**config.mk**
```make
export PLATFORM = sky130hd
export DESIGN_NAME = seg7_display_arbiter_flat
export DESIGN_NICKNAME = d
export VERILOG_FILES = /design/src/rtl/seg7_display_arbiter_if.sv /design/src/rtl/seg7_display_arbiter.sv /design/src/flat_wrapper.sv
export SDC_FILE = /design/constraint.sdc
export NUM_CORES = 1
export LEC_CHECK = 0
export BUFFER_PORTS_ARGS = -buffer_cell sky130_fd_sc_hd__buf_2
export CAP_MARGIN = 30
export CELL_PAD_IN_SITES_DETAIL_PLACEMENT = 1
export CELL_PAD_IN_SITES_GLOBAL_PLACEMENT = 2
export CORE_MARGIN = 3
export CORE_UTILIZATION = 31
export DETAILED_ROUTE_END_ITERATION = 10
export GPL_ROUTABILITY_DRIVEN = 1
export GPL_TIMING_DRIVEN = 0
export HOLD_SLACK_MARGIN = 0.05
export PLACE_DENSITY_LB_ADDON = 0.1
export SLEW_MARGIN = 10
export SYNTH_ARGS = -nofsm -noshare
export SYNTH_HDL_FRONTEND = slang
export SYNTH_SLANG_ARGS = --single-unit
```
**constraint.sdc**
```tcl
create_clock -name clk -period 2.84 [get_ports clk]
set_input_delay 0.426 -clock clk [delete_from_list [all_inputs] [get_ports clk]]
set_output_delay 0.426 -clock clk [all_outputs]
set_load 0.01 [all_outputs]
```
**src/rtl/seg7_display_arbiter_if.sv**
```systemverilog
// seg7_display_arbiter_if: requester/display bundle; master = requester side (req/value/mask out, gnt/value/anode_d/busy in), slave = arbiter side
interface seg7_display_arbiter_if #(parameter int W = 16);
  logic         req_a;
  logic [W-1:0] value_a;
  logic [3:0]   mask_a;
  logic         req_b;
  logic [W-1:0] value_b;
  logic [3:0]   mask_b;
  logic         gnt_a;
  logic         gnt_b;
  logic [W-1:0] value;
  logic [3:0]   anode_d;
  logic         busy;
  modport master (output req_a, value_a, mask_a, req_b, value_b, mask_b, input gnt_a, gnt_b, value, anode_d, busy);
  modport slave (input req_a, value_a, mask_a, req_b, value_b, mask_b, output gnt_a, gnt_b, value, anode_d, busy);
endinterface

```
**src/rtl/seg7_display_arbiter.sv**
```systemverilog
// seg7_display_arbiter: round-robin owner of the 4-digit display with min/max dwell in ticks; ports clk, rst (async high), tick, bus (slave: req/value/mask in, gnt/value/anode_d/busy out)
module seg7_display_arbiter #(
  parameter int W = 16,
  parameter int MIN_HOLD = 2,
  parameter int MAX_HOLD = 8
) (
  input logic clk,
  input logic rst,
  input logic tick,
  seg7_display_arbiter_if.slave bus
);
  localparam int DW = $clog2(MAX_HOLD + 1);
  localparam logic [DW-1:0] MIN_D = DW'(MIN_HOLD);
  localparam logic [DW-1:0] MAX_D = DW'(MAX_HOLD);
  typedef enum logic [1:0] {IDLE, OWN_A, OWN_B} state_t;
  state_t state, nxt;
  logic [DW-1:0] dwell, dwell_d;
  logic last_b, last_b_d;
  logic gnt_a_q, gnt_b_q, busy_q, gnt_a_d, gnt_b_d, busy_d;
  logic [W-1:0] value_q, value_d;
  logic [3:0] anode_q, anode_d_d;
  logic own_req, oth_req, leave, take_a, take_b;
  assign own_req = state == OWN_A ? bus.req_a : bus.req_b;
  assign oth_req = state == OWN_A ? bus.req_b : bus.req_a;
  // exit decision uses the registered dwell, so a tick on this edge cannot shorten the hold
  assign leave = dwell >= MIN_D && (!own_req || (oth_req && dwell >= MAX_D));
  always_ff @(posedge clk or posedge rst)
    if (rst) begin
      state <= IDLE;
      dwell <= '0;
      last_b <= 1'b1;
      gnt_a_q <= 1'b0;
      gnt_b_q <= 1'b0;
      busy_q <= 1'b0;
      value_q <= '0;
      anode_q <= 4'hF;
    end else begin
      state <= nxt;
      dwell <= dwell_d;
      last_b <= last_b_d;
      gnt_a_q <= gnt_a_d;
      gnt_b_q <= gnt_b_d;
      busy_q <= busy_d;
      value_q <= value_d;
      anode_q <= anode_d_d;
    end
  always_comb begin
    nxt = state;
    if (state == IDLE)
      nxt = bus.req_a && (!bus.req_b || last_b) ? OWN_A : bus.req_b ? OWN_B : IDLE;
    else if (leave)
      nxt = !oth_req ? IDLE : state == OWN_A ? OWN_B : OWN_A;
  end
  always_comb begin
    take_a = nxt == OWN_A && bus.req_a;
    take_b = nxt == OWN_B && bus.req_b;
    gnt_a_d = take_a;
    gnt_b_d = take_b;
    busy_d = nxt != IDLE;
    // an owner that stops requesting keeps its last picture on screen
    value_d = take_a ? bus.value_a : take_b ? bus.value_b : value_q;
    anode_d_d = nxt == IDLE ? 4'hF : take_a ? bus.mask_a : take_b ? bus.mask_b : anode_q;
    dwell_d = nxt != state ? '0 : (state != IDLE && tick && dwell != MAX_D) ? dwell + 1'b1 : dwell;
    last_b_d = nxt == OWN_B ? 1'b1 : nxt == OWN_A ? 1'b0 : last_b;
  end
  assign bus.gnt_a = gnt_a_q;
  assign bus.gnt_b = gnt_b_q;
  assign bus.busy = busy_q;
  assign bus.value = value_q;
  assign bus.anode_d = anode_q;
endmodule

```
**src/flat_wrapper.sv**
```systemverilog
// flat-port wrapper written by rule: the top's interface ports become plain ports
module seg7_display_arbiter_flat 
#(
  parameter int W = 16,
  parameter int MIN_HOLD = 2,
  parameter int MAX_HOLD = 8
)
  (clk, rst, tick, bus_req_a, bus_value_a, bus_mask_a, bus_req_b, bus_value_b, bus_mask_b, bus_gnt_a, bus_gnt_b, bus_value, bus_anode_d, bus_busy);
  seg7_display_arbiter_if #(.W(W)) bus_i ();
  input logic clk;
  input logic rst;
  input logic tick;
  input wire logic [$bits(bus_i.req_a)-1:0] bus_req_a;
  input wire logic [$bits(bus_i.value_a)-1:0] bus_value_a;
  input wire logic [$bits(bus_i.mask_a)-1:0] bus_mask_a;
  input wire logic [$bits(bus_i.req_b)-1:0] bus_req_b;
  input wire logic [$bits(bus_i.value_b)-1:0] bus_value_b;
  input wire logic [$bits(bus_i.mask_b)-1:0] bus_mask_b;
  output wire logic [$bits(bus_i.gnt_a)-1:0] bus_gnt_a;
  output wire logic [$bits(bus_i.gnt_b)-1:0] bus_gnt_b;
  output wire logic [$bits(bus_i.value)-1:0] bus_value;
  output wire logic [$bits(bus_i.anode_d)-1:0] bus_anode_d;
  output wire logic [$bits(bus_i.busy)-1:0] bus_busy;
  assign bus_i.req_a = bus_req_a;
  assign bus_i.value_a = bus_value_a;
  assign bus_i.mask_a = bus_mask_a;
  assign bus_i.req_b = bus_req_b;
  assign bus_i.value_b = bus_value_b;
  assign bus_i.mask_b = bus_mask_b;
  assign bus_gnt_a = bus_i.gnt_a;
  assign bus_gnt_b = bus_i.gnt_b;
  assign bus_value = bus_i.value;
  assign bus_anode_d = bus_i.anode_d;
  assign bus_busy = bus_i.busy;
  seg7_display_arbiter #(.W(W), .MIN_HOLD(MIN_HOLD), .MAX_HOLD(MAX_HOLD)) u_core (.clk(clk), .rst(rst), .tick(tick), .bus(bus_i));
endmodule
```
==> results of run 1 <==
power breakdown:
part | internal, mW | switching (mW) | leakage (nW)
registers | 0.648 | 0.120 | 0.351
logic | 0.770 | 0.631 | 0.845
clock network | 0.194 | 0.157 | 0.0472
total | 1.61 | 0.909 | 1.24
cell families (layout without fill, tap and decap cells):
family | count (synthesis) | after routing
muxes | 36 | 36
DFF | 30 | 30
and+or+nand+nor | 30 | 30
AOI/OAI and AO/OA | 25 | 25
buffers and inverters | 21 | 97
adders and majority gates | 3 | 3
xor gates and xnor gates | 2 | 2
layout by cell type (no fill, tap or decap), types with 2 or more instances in the layout:
cell type / Yosys / routed
buf_2: 0 / 67
dfrtp_1: 25 / 25
o211a_1: 2 / 2
o21ai_0: 3 / 3
nand2_1: 9 / 9
a2bb2oi_1: 4 / 4
a21oi_1: 2 / 2
buf_6: 4 / 4
dfstp_2: 5 / 5
nor3_1: 2 / 2
clkbuf_8: 2 / 8
mux2_4: 31 / 31
or4_1: 2 / 2
a31oi_1: 2 / 2
nor2_1: 7 / 7
mux2_1: 4 / 4
nand4_1: 2 / 2
nand2b_1: 2 / 2
ha_1: 2 / 2
a21oi_2: 2 / 2
inv_1: 12 / 12
worst max-delay path by stage:
stage	depth (start not counted)	start	slack, ns	end
after floorplan	6	u_core.dwell[1]	0.72	u_core.bus.value[0]
after global placement	7	u_core.dwell[0]	0.61	u_core.bus.value[15]
after detailed placement	7	u_core.dwell[0]	0.56	u_core.bus.value[6]
after CTS	7	u_core.dwell[0]	0.56	u_core.bus.value[14]
after global routing	7	u_core.dwell[0]	0.45	u_core.bus.value[14]
final	7	u_core.dwell[0]	0.57	u_core.bus.value[14]
metal layers:
| metal | share of wire (%) | global-route usage, % | up-vias | routed length (um) |
|---|---|---|---|---|
| li1 | - | - | 675 | - |
| met1 | 42 | 15.2 | 690 | 1870 |
| met2 | 50 | 21.4 | 49 | 2210 |
| met3 | 7.5 | 5.92 | 2 | 331 |
| met4 | 0.14 | 1.75 | 0 | 6 |
| met5 | 0 | 0 | - | 0 |
state kept, by name (all words and copies together) (netlist names):
signal / cells
u_core.bus.anode_d: 4
u_core.dwell: 4
u_core.bus.busy: 1
u_core.bus.gnt_b: 1
u_core.last_b: 1
u_core.bus.value: 16
u_core.state: 2
u_core.bus.gnt_a: 1
synthesized netlist by cell type (2+ instances only):
master	count
o211a_1	2
nor2_1	7
a31oi_1	2
a2bb2oi_1	4
a21oi_2	2
ha_1	2
buf_6	4
clkbuf_8	2
mux2_4	31
nand2b_1	2
nor3_1	2
inv_1	12
o21ai_0	3
dfrtp_1	25
nand4_1	2
nand2_1	9
a21oi_1	2
dfstp_2	5
mux2_1	4
or4_1	2
area by class of cell:
class / instances / share of cell area (%)
multi-input cells: 96 / 39.4
flip-flops and latches: 30 / 31.3
repair buffers: 68 / 15.0
plain buffers: 9 / 4.76
well taps: 72 / 3.73
clock buffers: 6 / 3.42
inverters: 12 / 1.86
clock inverters: 2 / 0.518
worst reg2reg max path: stages, from the launching register on:
cell and delay (ns):
dfrtp_1 0.40, inv_1 0.09, ha_1 0.23, or3_1 0.33, or4_1 0.49, o221ai_4 0.13, buf_12 0.19, mux2_4 0.30
==> out/metrics.yaml, run 1 <==
syn_avg_cell_area_sq_um: 12.7
clkTransAtPathRegs_ns: 0.06
place_inst: 287
rr_endpoint: "u_core.bus.value[14]"
synthAdderAreaFrac_pct: 1.94
final.min_clock_period_ns: 2.27
required_ns: 3.00
post_drt_via_cell_ratio: 4.80
holdWs_ns: 0.150
ir_drop_mv: 0.393
synthSimpleGateAreaFrac_pct: 8.10
reg2reg_depth: 7
worstPathCellList: "inv_1 -> ha_1 -> or3_1 -> or4_1 -> o221ai_4 -> buf_12 -> mux2_4"
fin_area_sq_mm: 0.00242
clkSinkCount: 30
hold_viol: 0
drt_pass1_iterations: 4
path_class: "flop to flop"
fmax_mhz: 440
synth_xor_area_share_pct: 0.938
postCtsHoldBufs: 0
wl_per_cell_um: 15.0
synth_nets: 194
post-dp-hpwl_mm: 3.55
placed_area_sq_mm: 0.00232
crit_arrival_ns: 2.43
routabilityCongestion: 0.792
hp-class: "primary input to async pin"
post-place-ws_ns: 0.559
cts_tree: "done"
setup_tns_ns: 0
cts_made_buffers: 5
cts.htree.levels: 2
path_delay_family: "simple AND/OR/NAND/NOR gates"
cpPeakStageDelay_ns: 0.49
syn-cell-area_sq_mm: 0.00187
synth_seq_area_share_pct: 40.5
netlist.top_cell.by_area: "dfrtp_1"
timing.final.crit_share_pct: 80.0
fin_skew_ns: 0.00686
max-slew-margin-rel_pct: 69.1
timing.rr.start: "u_core.dwell[0]"
antenna_found_initial: 0
cts.path.max_buffers: 2
synth_top_family_by_area: "multiplexers"
grt_pass1_wl_mm: 7.26
root_buffer: "clkbuf_8"
port_buffers: 67
ys_ff_latch: 30
clk_latency_ns: 0.28
cp_max_fo: 10
ant_nets: 0
tightest_slew_ns: 0.459
fin_ws_ns: 0.568
synth_warnings: 0
cts_resized: 0
max_cap_violations: 0
start_util_pct: 32.9
netlist_top_cells_area: "dfrtp_1 (33%), mux2_4 (25%), dfstp_2 (7.0%), buf_6 (2.4%), inv_1 (2.4%)"
cp_num_buf_inv: 2
status: "finished, final reports clean"
grt_max_degree: 22
pwr_density_cell_mw_per_mm2: 1040
drt-total-wl_mm: 4.42
die_height_um: 83.6
placementRows: 27
synth_edf_count: 0
setup_viol: 0
synthCells: 147
drc: 0
synth.top_cell.area_share_pct: 33.5
synth_mux_area_share_pct: 27.9
rsz0062_at_grt: "no"
seq_area_sq_um: 757
fin_util_pct: 42.6
end_kind: "flop"
cp_slowest_cell: "or4_1"
placeableCoreArea_sq_mm: 0.00568
grt_pass1_vias: 1465
grt_usage_pct: 12.7
drive_above_1_share_pct: 57.4
dieArea_sq_mm: 0.00699
die_w_um: 83.6
synth_flop_cell: "dfrtp_1"
vias: 1416
nNetsFinal: 269
ios: 68
p_leak_nw: 1.24
r2r_slack_ns: 0.57
power.total_mw: 2.52
multiInputGateArea_sq_um: 951
syn_to_final_growth_pct: 29.3
worstSetupStartpointType: "flop"
antennaDiodeCount: 0
nFillCells: 653
overflow: 0
post_cts.repair.setup_buffers: 0
ys_types: 43
maxSlewViolCount: 0
synth_compound_area_share_pct: 12.0
drt_iter0_drc: 47
synthArstFlopShare_pct: 100
fin_cells: 295
(Power assumes the default switching activity.)
==> run 2, diff against run 1 <==
- ABC_AREA: unset -> 1
- CORE_UTILIZATION: 31 -> 26
- clock period: 2.84 -> 2.4 ns (I/O delays scaled with it)
==> out/metrics.yaml, run 2 <==
status: "finished, final reports clean"
yosys-top-cells-count: "nand2_1 (97), inv_1 (43), dfrtp_1 (25)"
drive_above_1_share_pct: 33.3  # -24 points
grt_max_degree: 20  # -9.1%
hp-class: "primary input to async pin"
clk_latency_ns: 0.27  # about the same
synthArstFlopShare_pct: 100  # unchanged
drt-total-wl_mm: 4.86  # +10%
synth_nets: 296  # +53%
path_class: "flop to flop"
antennaDiodeCount: 0  # unchanged
netlist_top_cells_area: "dfrtp_1 (35%), nand2_1 (20%), inv_1 (9.0%), dfstp_2 (7.4%), o21ai_0 (4.8%)"
p_leak_nw: 1.38  # +11%
clkSinkCount: 30  # unchanged
fmax_mhz: 492  # +12%
reg2reg_depth: 15  # +8
placed_area_sq_mm: 0.00224  # -3.5%
drt_pass1_iterations: 4  # unchanged
grt_pass1_vias: 1759  # +20%
grt_pass1_wl_mm: 8.11  # +12%
vias: 1713  # +21%
cts.path.max_buffers: 2  # unchanged
wl_per_cell_um: 12.1  # -19%
syn_to_final_growth_pct: 30.5
drc: 0  # unchanged
fin_skew_ns: 0.00754  # +0.000683 ns
ir_drop_mv: 0.492  # +25%
die_height_um: 88.9  # +6.3%
port_buffers: 66  # -1.5%
maxSlewViolCount: 0  # unchanged
end_kind: "flop"
nFillCells: 852  # +30%
final.min_clock_period_ns: 2.03  # -0.237 ns
cpPeakStageDelay_ns: 0.37  # -0.12 ns
ant_nets: 0  # unchanged
tightest_slew_ns: 0.575  # +0.116 ns
seq_area_sq_um: 757  # unchanged
ios: 68  # unchanged
fin_ws_ns: 0.366  # -0.203 ns
nNetsFinal: 370  # +38%
cp_max_fo: 10  # unchanged
max_cap_violations: 0  # unchanged
synth_seq_area_share_pct: 42.4  # +1.8 points
synth_flop_cell: "dfrtp_1"
die_w_um: 88.9  # +6.3%
cts_made_buffers: 5  # unchanged
swShare_pct: 44.5  # +8.5 points
ys_types: 25  # -42%
start_util_pct: 27.5  # -5.4 points
ys_ff_latch: 30  # unchanged
post-place-ws_ns: 0.351  # -0.208 ns
cts_resized: 0  # unchanged
p_clk_share_pct: 14.1  # about the same
netlist.top_cell.by_area: "dfrtp_1"
synth_warnings: 0  # unchanged
dieArea_sq_mm: 0.00790  # +13%
synthCells: 249  # +69%
cts_tree: "done"
synth_edf_count: 0  # unchanged
worstPathCellList: "inv_1 -> ha_1 -> nor2_1 -> nand2_1 -> nand3_2 -> nand2_1 -> nand2_1 -> nand2_2 -> nor2_4 -> nand3_4 -> inv_4 -> buf_6 -> nand2_1 -> nand2_1 -> nand2_1"
cp_slowest_cell: "dfrtp_1"
grt_usage_pct: 13.1  # +0.40 points
setup_viol: 0  # unchanged
post_drt_via_cell_ratio: 4.27  # -11%
p_seq_share_pct: 31.2  # +0.7 points
syn-cell-area_sq_mm: 0.00179  # -4.4%
fin_cells: 401  # +36%
cts.htree.levels: 2  # unchanged
post_cts.repair.setup_buffers: 0  # unchanged
yosysMostFrequentCell: "nand2_1"
cpMostUsedCell: "nand2_1"
power.total_mw: 2.90  # +15%
multiInputGateArea_sq_um: 774  # -19%
max-slew-margin-rel_pct: 61.6  # -7.4 points
placementRows: 29  # +7.4%
postCtsHoldBufs: 0  # unchanged
hold_viol: 0  # unchanged
routabilityCongestion: 0.749  # -5.4%
required_ns: 2.56  # -0.44 ns
intPower_mw: 1.61  # -0.26%
syn_avg_cell_area_sq_um: 7.18  # -44%
setup_tns_ns: 0  # unchanged
crit_arrival_ns: 2.20  # -0.23 ns
place_inst: 393  # +37%
timing.final.crit_share_pct: 84.8  # +4.8 points
largest_reg_flops: 16  # unchanged
layout_common_cells: "nand2_1 (97), buf_2 (68), inv_1 (43)"
rsz0062_at_grt: "no"
worstSetupStartpointType: "flop"
overflow: 0  # unchanged
fin_area_sq_mm: 0.00233  # -3.5%
pwr-share-comb_pct: 54.7  # -0.9 points
switchingPower_mw: 1.29  # +42%
mostFrequentLayoutCell: "nand2_1"
post-dp-hpwl_mm: 3.78  # +6.4%
pwr_density_cell_mw_per_mm2: 1240  # +19%
drt_iter0_drc: 53  # +13%
clkTransAtPathRegs_ns: 0.06  # about the same
placeableCoreArea_sq_mm: 0.00649  # +14%
antenna_found_initial: 0  # unchanged
synth.top_cell.area_share_pct: 35.0  # +1.5 points
root_buffer: "clkbuf_8"
[run 2: cell types whose count changed after synthesis, sizes merged, moves of 4 or more]
cell	change
inv	+36
nand2	+93
nand3	+18
mux2	-36
o21ai	+14
a2bb2oi	-4
nor2	+5
[run 2: logic make-up (layout without fill, tap and decap cells)]
family | Yosys count | after routing | synth area share (%)
XOR/XNOR | 3 | 3 | 1.47
flip-flops | 30 | 30 | 42.4
AND/OR/NAND/NOR | 135 | 135 | 33.8
AO/OA/AOI/OAI | 23 | 23 | 6.65
buffers and inverters | 56 | 131 | 14.3
adder cells (fa/ha/maj) | 2 | 2 | 1.40
[run 2: layout make-up]
class	count	share of cell area, %
clock buffer	7	3.70
inverter	48	7.94
sequential	30	32.5
clock inverter	1	0.215
timing repair buffer	67	15.3
tap	77	4.13
buffer	8	3.00
multi-input combinational	163	33.2
[run 2: path summary, 6_finish.rpt]
kind | start | to | slack [ns]
worst max-delay path | u_core.dwell[0] | u_core.bus.value[8] | 0.37
worst min-delay path | rst | u_core.dwell[0] | 0.14
worst max register to register | u_core.dwell[0] | u_core.bus.value[8] | 0.37
worst min register to register | u_core.bus.value[8] | u_core.bus.value[8] | 0.47
max in group asynchronous | rst | u_core.last_b | 1.68
min in group clk | bus_value_a[15] | u_core.bus.value[15] | 0.37
[run 2: worst max-delay path: cells and delay by family, from the launching register on]
family	cells	cell delay [ns]
DFF	1	0.37
adders and majority gates	1	0.20
and+or+nand+nor	11	0.98
buffers and inverters	3	0.37
[run 2: per-layer routing]
| layer | global-route usage (%) | wire [um] |
|---|---|---|
| met1 | 17.3 | 2370 |
| met2 | 21.7 | 2160 |
| met5 | 0 | 0 |
| met3 | 3.50 | 312 |
| met4 | 2.88 | 22 |
[run 2: through the flow]
stage | util, % | hold slack (ns)
final | 35.9 | 0.141
after CTS | 35.9 | 0.162
after floorplan | - | 0.447
after global routing | 35.9 | 0.171
after detailed placement | 34.5 | 0.459
after global placement | 34.1 | 0.458
[run 2: power groups by stage]
stage          logic, mW  registers [mW]  clock network, mW
6_report            1.59           0.904              0.408
5_1_grt             1.84           0.941              0.452
4_1_cts             1.63           0.911              0.429
3_5_place_dp        1.62           0.916                  0
3_3_place_gp        1.59           0.915                  0
2_1_floorplan       1.02           0.996                  0
